### config.mk
export PLATFORM = sky130hd
export DESIGN_NAME = frame_position_tracker
export DESIGN_NICKNAME = d
export VERILOG_FILES = /design/src/rtl/frame_position_tracker.sv
export SDC_FILE = /design/constraint.sdc
export NUM_CORES = 1
export LEC_CHECK = 0
export BUFFER_PORTS_ARGS = -buffer_cell sky130_fd_sc_hd__buf_2
export CORE_UTILIZATION = 57
export CTS_CLUSTER_SIZE = 24
export DETAILED_ROUTE_END_ITERATION = 8
export HOLD_SLACK_MARGIN = 0.05
export PLACE_DENSITY = 0.8
export SLEW_MARGIN = 20
export SYNTH_ARGS = -nofsm -noshare
export SYNTH_HDL_FRONTEND = slang
export SYNTH_SLANG_ARGS = --single-unit
### constraint.sdc
create_clock -name clk -period 3.6 [get_ports clk]
set_input_delay 0.72 -clock clk [delete_from_list [all_inputs] [get_ports clk]]
set_output_delay 0.72 -clock clk [all_outputs]
set_load 0.05 [all_outputs]
### src/rtl/frame_position_tracker.sv
// Tags a valid/ready pixel stream with column, row, eol/eof and frame number.
// The tagged pixel sits in a single registered output slot with back-pressure.
module frame_position_tracker #(
    parameter int DATA_WIDTH      = 8,
    parameter int FRAME_WIDTH     = 640,
    parameter int FRAME_HEIGHT    = 480,
    parameter int COL_WIDTH       = 10,
    parameter int ROW_WIDTH       = 9,
    parameter int FRAME_CNT_WIDTH = 16
) (
    input  logic                       clk,
    input  logic                       reset,
    input  logic [DATA_WIDTH-1:0]      in_data,
    input  logic                       in_sof,
    input  logic                       in_valid,
    output logic                       in_ready,
    output logic [DATA_WIDTH-1:0]      out_data,
    output logic [COL_WIDTH-1:0]       out_col,
    output logic [ROW_WIDTH-1:0]       out_row,
    output logic                       out_eol,
    output logic                       out_eof,
    output logic [FRAME_CNT_WIDTH-1:0] out_frame,
    output logic                       out_valid,
    input  logic                       out_ready,
    output logic                       err_resync
);

    localparam logic [COL_WIDTH-1:0] LAST_COL = COL_WIDTH'(FRAME_WIDTH - 1);
    localparam logic [ROW_WIDTH-1:0] LAST_ROW = ROW_WIDTH'(FRAME_HEIGHT - 1);

    typedef enum logic {
        WAIT_SOF,
        ACTIVE
    } state_t;

    state_t                     state_q, state_d;
    logic [COL_WIDTH-1:0]       next_col_q, next_col_d;
    logic [ROW_WIDTH-1:0]       next_row_q, next_row_d;
    logic [FRAME_CNT_WIDTH-1:0] frame_q, frame_d;
    logic [DATA_WIDTH-1:0]      out_data_q, out_data_d;
    logic [COL_WIDTH-1:0]       out_col_q, out_col_d;
    logic [ROW_WIDTH-1:0]       out_row_q, out_row_d;
    logic                       out_eol_q, out_eol_d;
    logic                       out_eof_q, out_eof_d;
    logic [FRAME_CNT_WIDTH-1:0] out_frame_q, out_frame_d;
    logic                       out_valid_q, out_valid_d;
    logic                       err_resync_q, err_resync_d;

    logic                       in_xfer;
    logic                       load;
    logic                       resync;
    logic [COL_WIDTH-1:0]       pix_col;
    logic [ROW_WIDTH-1:0]       pix_row;
    logic [FRAME_CNT_WIDTH-1:0] pix_frame;
    logic                       pix_eol;
    logic                       pix_eof;

    // The slot can take a pixel when empty or when it drains this cycle.
    assign in_ready = !out_valid_q || out_ready;

    assign out_data   = out_data_q;
    assign out_col    = out_col_q;
    assign out_row    = out_row_q;
    assign out_eol    = out_eol_q;
    assign out_eof    = out_eof_q;
    assign out_frame  = out_frame_q;
    assign out_valid  = out_valid_q;
    assign err_resync = err_resync_q;

    // Classify the incoming pixel and work out the tag it would carry.
    always_comb begin
        in_xfer   = in_valid && in_ready;
        load      = in_xfer && ((state_q == ACTIVE) || in_sof);
        resync    = in_xfer && (state_q == ACTIVE) && in_sof;
        pix_col   = in_sof ? '0 : next_col_q;
        pix_row   = in_sof ? '0 : next_row_q;
        pix_frame = resync ? frame_q + 1'b1 : frame_q;
        pix_eol   = (pix_col == LAST_COL);
        pix_eof   = pix_eol && (pix_row == LAST_ROW);
    end

    // Next-state: position/frame tracking and the output slot.
    always_comb begin
        state_d      = state_q;
        next_col_d   = next_col_q;
        next_row_d   = next_row_q;
        frame_d      = frame_q;
        out_data_d   = out_data_q;
        out_col_d    = out_col_q;
        out_row_d    = out_row_q;
        out_eol_d    = out_eol_q;
        out_eof_d    = out_eof_q;
        out_frame_d  = out_frame_q;
        out_valid_d  = out_valid_q;
        err_resync_d = resync;

        if (load) begin
            out_data_d  = in_data;
            out_col_d   = pix_col;
            out_row_d   = pix_row;
            out_eol_d   = pix_eol;
            out_eof_d   = pix_eof;
            out_frame_d = pix_frame;
            out_valid_d = 1'b1;
            if (pix_eol) begin
                next_col_d = '0;
                next_row_d = pix_row + 1'b1;
            end else begin
                next_col_d = pix_col + 1'b1;
                next_row_d = pix_row;
            end
            if (pix_eof) begin
                frame_d = pix_frame + 1'b1;
                state_d = WAIT_SOF;
            end else begin
                frame_d = pix_frame;
                state_d = ACTIVE;
            end
        end else if (out_valid_q && out_ready) begin
            out_valid_d = 1'b0;
        end
    end

    // State and output registers with synchronous active-low reset.
    always_ff @(posedge clk) begin
        if (!reset) begin
            state_q      <= WAIT_SOF;
            next_col_q   <= '0;
            next_row_q   <= '0;
            frame_q      <= '0;
            out_data_q   <= '0;
            out_col_q    <= '0;
            out_row_q    <= '0;
            out_eol_q    <= 1'b0;
            out_eof_q    <= 1'b0;
            out_frame_q  <= '0;
            out_valid_q  <= 1'b0;
            err_resync_q <= 1'b0;
        end else begin
            state_q      <= state_d;
            next_col_q   <= next_col_d;
            next_row_q   <= next_row_d;
            frame_q      <= frame_d;
            out_data_q   <= out_data_d;
            out_col_q    <= out_col_d;
            out_row_q    <= out_row_d;
            out_eol_q    <= out_eol_d;
            out_eof_q    <= out_eof_d;
            out_frame_q  <= out_frame_d;
            out_valid_q  <= out_valid_d;
            err_resync_q <= err_resync_d;
        end
    end

endmodule
# ---- Yosys cells after proc, flatten, opt, wreduce, memory -nomap -nowiden
# Index checks and enable logic that the tools add are counted.
dict set report word_totals {
  latchBits 0
  memories 0
  ramBits 0
  register_bits 83
  rom_bits 0
  wordCells 37
  out_inout_bits 48
  input_bits 13
}
dict set report classes {
  reduce_logical 10
  n_addsub 4
  n_div 0
  mul 0
  n_mux 9
  n_shift 0
  eq_ne 2
  order_cmp 0
  bitwise 0
}
# operator count
set ops {}
lappend ops {{16-bit by 1-bit adder with 16-bit output (second input constant)} 2}
lappend ops {{16-bit 2-to-1 mux} 2}
lappend ops {{10-bit 2-to-1 mux} 2}
lappend ops {{9-bit 2-to-1 mux} 2}
lappend ops {{10-bit by 1-bit adder with 10-bit output (second input constant)} 1}
lappend ops {{10-bit == test (second input constant)} 1}
lappend ops {{9-bit by 1-bit adder with 9-bit output (second input constant)} 1}
lappend ops {{9-bit == test (second input constant)} 1}
lappend ops {{1-bit logical AND} 6}
lappend ops {{1-bit 2-to-1 mux} 3}
lappend ops {{1-bit logical OR} 2}
lappend ops {{2-bit nonzero test} 1}
lappend ops {{1-bit zero test} 1}

# ---- Longest topological paths before layout
dict set report logic_depth {
  ltp_word 8
  depth_mapped 12
  mapped_depth_nobuf 11
}

# ---- Worst setup path after synthesis
# Ideal clock, no wire load.
dict set report synth_path {
  path_kind {in2reg}
  startpoint {input in_sof}
  endpoint {register frame_q[11]}
  setup_ns 0.072
  t_required_ns 3.528
  path_stages 12
  path_slack_ns 0.405
  path_buffers 3
  arrival_ns 3.123
  path_cell_list {buf_2 -> buf_1 -> nor2b_1 -> ha_1 -> and4b_1 -> nand3_1 -> nor3_1 -> and3_1 -> clkbuf_1 -> nand4_1 -> a21oi_1 -> mux2i_1}
}
dict set report synth_via {
  elab_chain_cells 4
  elab_cells_between_ends 11
  classes_between {add/sub: 1; eq/ne: 2; mux: 4; reduce/logical: 4}
}
# element line_no
set synth_lines {}
lappend synth_lines {{start, declared} 14} ;# input logic in_sof,
lappend synth_lines {{10-bit 2-to-1 mux} 75} ;# pix_col = in_sof ? '0 : next_col_q;
lappend synth_lines {{named net pix_col[0]} 52} ;# logic [COL_WIDTH-1:0] pix_col;
lappend synth_lines {{10-bit == test} 78} ;# pix_eol = (pix_col == LAST_COL);
lappend synth_lines {{1-bit logical AND} 79} ;# pix_eof = pix_eol && (pix_row == LAST_ROW);
lappend synth_lines {{16-bit 2-to-1 mux} 112} ;# if (pix_eof) begin
lappend synth_lines {{end signal, assigned} 143} ;# frame_q <= frame_d;
lappend synth_lines {{end, declared} 39} ;# logic [FRAME_CNT_WIDTH-1:0] frame_q, frame_d;
# The timed path passes the listed nets, and every way through them passes these cells.
# A chain may end at the register's enable or synchronous reset.

# ---- Worst setup path after layout
dict set report layout_path {
  startpoint {register frame_q[0]}
  endpoint {register frame_q[13]}
}
dict set report layout_via {
  elab_chain_cells 4
}
# element line_no
set layout_lines {}
lappend layout_lines {{16-bit by 1-bit adder with 16-bit output} 77} ;# pix_frame = resync ? frame_q + 1'b1 : frame_q;
lappend layout_lines {{16-bit 2-to-1 mux *} 77}
lappend layout_lines {{16-bit by 1-bit adder with 16-bit output} 113} ;# frame_d = pix_frame + 1'b1;
lappend layout_lines {{16-bit 2-to-1 mux *} 112}
# Mark *: on every way between the ends. The rest lies on a longest branch, timed or not.

==> impl_metrics.json <==
{
  "slew_viol_final": 0,
  "final_common_cell": "dfxtp_1",
  "synthFlopType": "dfxtp_1",
  "fin_crit_sh": 0.8696,
  "reg2reg_to": "frame_q[13]",
  "period_minus_slack_ps": 3131,
  "synth_area_per_cell_um2": 8.062,
  "die_h_um": 85.42,
  "port_buffers": 60,
  "ys_seq_area_frac": 0.4189,
  "crit_chain": "ha_1 > and3_1 > nand4_1 > or3_1 > a222oi_1 > and3_1 > and3_1 > o311ai_1",
  "r2r_slack_ps": 470,
  "core_region_area_mm2": 0.006756,
  "core.rowCount": 30,
  "synth_cells": 492,
  "layout.cells.non_filler": 625,
  "crit_type": "reg2reg",
  "cts_root_buf": "clkbuf_8",
  "cts_buffers": 9,
  "hold_class": "reg2reg",
  "yosysWarnings": 0,
  "yosysUniqueCellTypes": 49,
  "synthTopCellsByArea": "dfxtp_1 (42%), nor2_1 (6.3%), nand2_1 (5.4%), a21oi_1 (3.3%), nand3_1 (3.3%)",
  "final_layout_size_suffix_gt1_frac": 0.1651,
  "multiInputGateArea_mm2": 0.002136,
  "seq_area_mm2": 0.001662,
  "antenna_found_initial": 0,
  "crit_slowest_cell": "a222oi_1",
  "gp_congestion": 0.8896,
  "final.setup.tns_ps": 0,
  "globalRouteOverflowTotal": 0,
  "fin_area_mm2": 0.004544,
  "synth_top_area_cell": "dfxtp_1",
  "crit_start": "frame_q[0]",
  "p_leak_nw": 1.813,
  "cp_num_buf_inv": 0,
  "nFillCells": 604,
  "whs_ps": 459.4,
  "grt_pass1_vias": 3583,
  "cts-resized-gates": 0,
  "power_density_mw_per_mm2": 418.2,
  "rsz0062_at_grt": "false",
  "post_dp_cell_area_mm2": 0.004327,
  "clkLatencyLatePin_ps": 370,
  "endpoint_kind": "register",
  "rr_worst_depth": 8,
  "clock_path_buffers": 2,
  "grt_max_degree": 49,
  "wl_per_cell_um": 16.17,
  "cp_top_family": "simple AND/OR/NAND/NOR gates",
  "finalCoreUtilization": 0.6726,
  "endpoint": "frame_q[13]",
  "grt_pass1_wl_um": 16700,
  "syn_nets": 509,
  "setup_viol": 0,
  "post-cts-setup-buffers": 0,
  "finClkSkew_ps": 10.87,
  "r2r_start": "frame_q[0]",
  "cp-start-kind": "register",
  "place_inst": 609,
  "vias": 3847,
  "clock.fmax_ghz": 0.3194,
  "synth_top_area_frac": 0.4189,
  "areaGrowthSynthToFinish_pct": 14.57,
  "outcome": "finished, final reports clean",
  "timing.critical_path.fanout_max": 8,
  "arrival_ps": 3380,
  "vdd_drop_max_uv": 248.8,
  "start_util": 0.5870,
  "worst_pin_slew_ps": 811.3,
  "synth-seq-cells": 83,
  "cts_sinks": 83,
  "nets": 557,
  "clk_pin_slew_ps": 90,
  "htreeDepth": 3,
  "synth_async_sr_flop_share": 0,
  "slew-limit-headroom": 0.4591,
  "synth_area_mm2": 0.003966,
  "drc_errors": 0,
  "cpMostUsedCell": "and3_1",
  "cts_tree": "done",
  "final_cell_mix": "dfxtp_1 (83), nor2_1 (67), buf_2 (60), nand2_1 (57)",
  "dr.pass1.iters": 5,
  "cp.depth": 8,
  "die_w_um": 85.42,
  "dp_hpwl_um": 6799,
  "synth_edf_count": 0,
  "slowest_delay_ps": 650,
  "antenna_cells": 0,
  "routed_wl_um": 10110,
  "cts_hold_buffers": 0,
  "grt_usage": 0.2883,
  "maxCapViolCount": 0,
  "drt_iter0_markers": 203,
  "num_io_pins": 61,
  "die_area_mm2": 0.007296,
  "ant_nets": 0,
  "required_ps": 3850,
  "holdPathStages": 2,
  "via_per_inst": 6.155,
  "hold_viol_final": 0
}
## Yosys cell counts, types with 4 or more instances
cell type / count
mux2i_1: 7
nand3_1: 26
nand4b_1: 5
xnor2_1: 14
nor2b_1: 8
nor3_1: 6
nor2_1: 67
a21oi_1: 26
o21ai_0: 16
nand4_1: 11
or4_1: 4
nand2_1: 57
and2_1: 12
xor2_1: 12
a31oi_1: 4
inv_1: 9
or3_1: 6
ha_1: 4
clkbuf_1: 25
a211oi_1: 13
a22oi_1: 17
nor4_1: 4
buf_2: 6
and3_1: 12
dfxtp_1: 83
## metrics by stage
stage / setup WS [ps] / total power [mW]
after CTS: 540.4 / 1.909
after floorplan: 405.4 / 1.125
final: 469.3 / 1.901
after detailed placement: 196.2 / 1.179
after global routing: 174.5 / 1.963
after global placement: 336.8 / 1.175
## cell type report
type,count,area share
multi-input cells,366,0.4700
well taps,80,0.02203
repair buffers,71,0.08700
inverters,9,0.007434
clock buffers,10,0.02808
clock inverters,6,0.01982
flip-flops and latches,83,0.3656
## worst min path at each step
stage | startpoint | to | slack [ps]
6_report | out_col[0] | out_col[0] | 460
5_1_grt | next_col_q[1] | next_col_q[1] | 480
4_1_cts | out_data[7] | out_data[7] | 460
3_5_place_dp | next_col_q[1] | next_col_q[1] | 450
3_3_place_gp | next_col_q[1] | next_col_q[1] | 440
2_1_floorplan | next_col_q[1] | next_col_q[1] | 430
## sequential cells by signal (all words and copies together) (netlist names)
name,count
next_col_q,10
out_data,8
err_resync,1
next_row_q,9
out_eof,1
out_col,10
out_frame,16
frame_q,16
out_eol,1
out_valid,1
out_row,9
state_q,1
## kinds of logic after synthesis
group,count (synthesis),share of synthesized area
and+or+nand+nor,229,0.2817
AOI/OAI and AO/OA,100,0.1691
DFF,83,0.4189
buffers and inverters,43,0.04259
xor gates and xnor gates,26,0.05741
muxes,7,0.01767
adders and majority gates,4,0.01262
## where the power goes
part	leakage, nW	switching (mW)	internal [mW]
combinational	1.03	0.158	0.0491
clock	0.106	0.351	0.392
sequential	0.673	0.0116	0.939
## worst min-delay path: stages (launching register included)
cell and delay (ps):
dfxtp_1 310, nand2_1 50, a21oi_1 50
## layer usage
| metal | vias to the layer above | part of all wire | GRT usage |
|---|---|---|---|
| li1 | 1836 | - | - |
| met5 | - | 0 | 0 |
| met3 | 33 | 0.056 | 0.04669 |
| met2 | 160 | 0.48 | 0.4735 |
| met1 | 1818 | 0.43 | 0.3680 |
| met4 | 0 | 0.028 | 0.1439 |
Note: power is estimated with default switching activity, not from simulation.
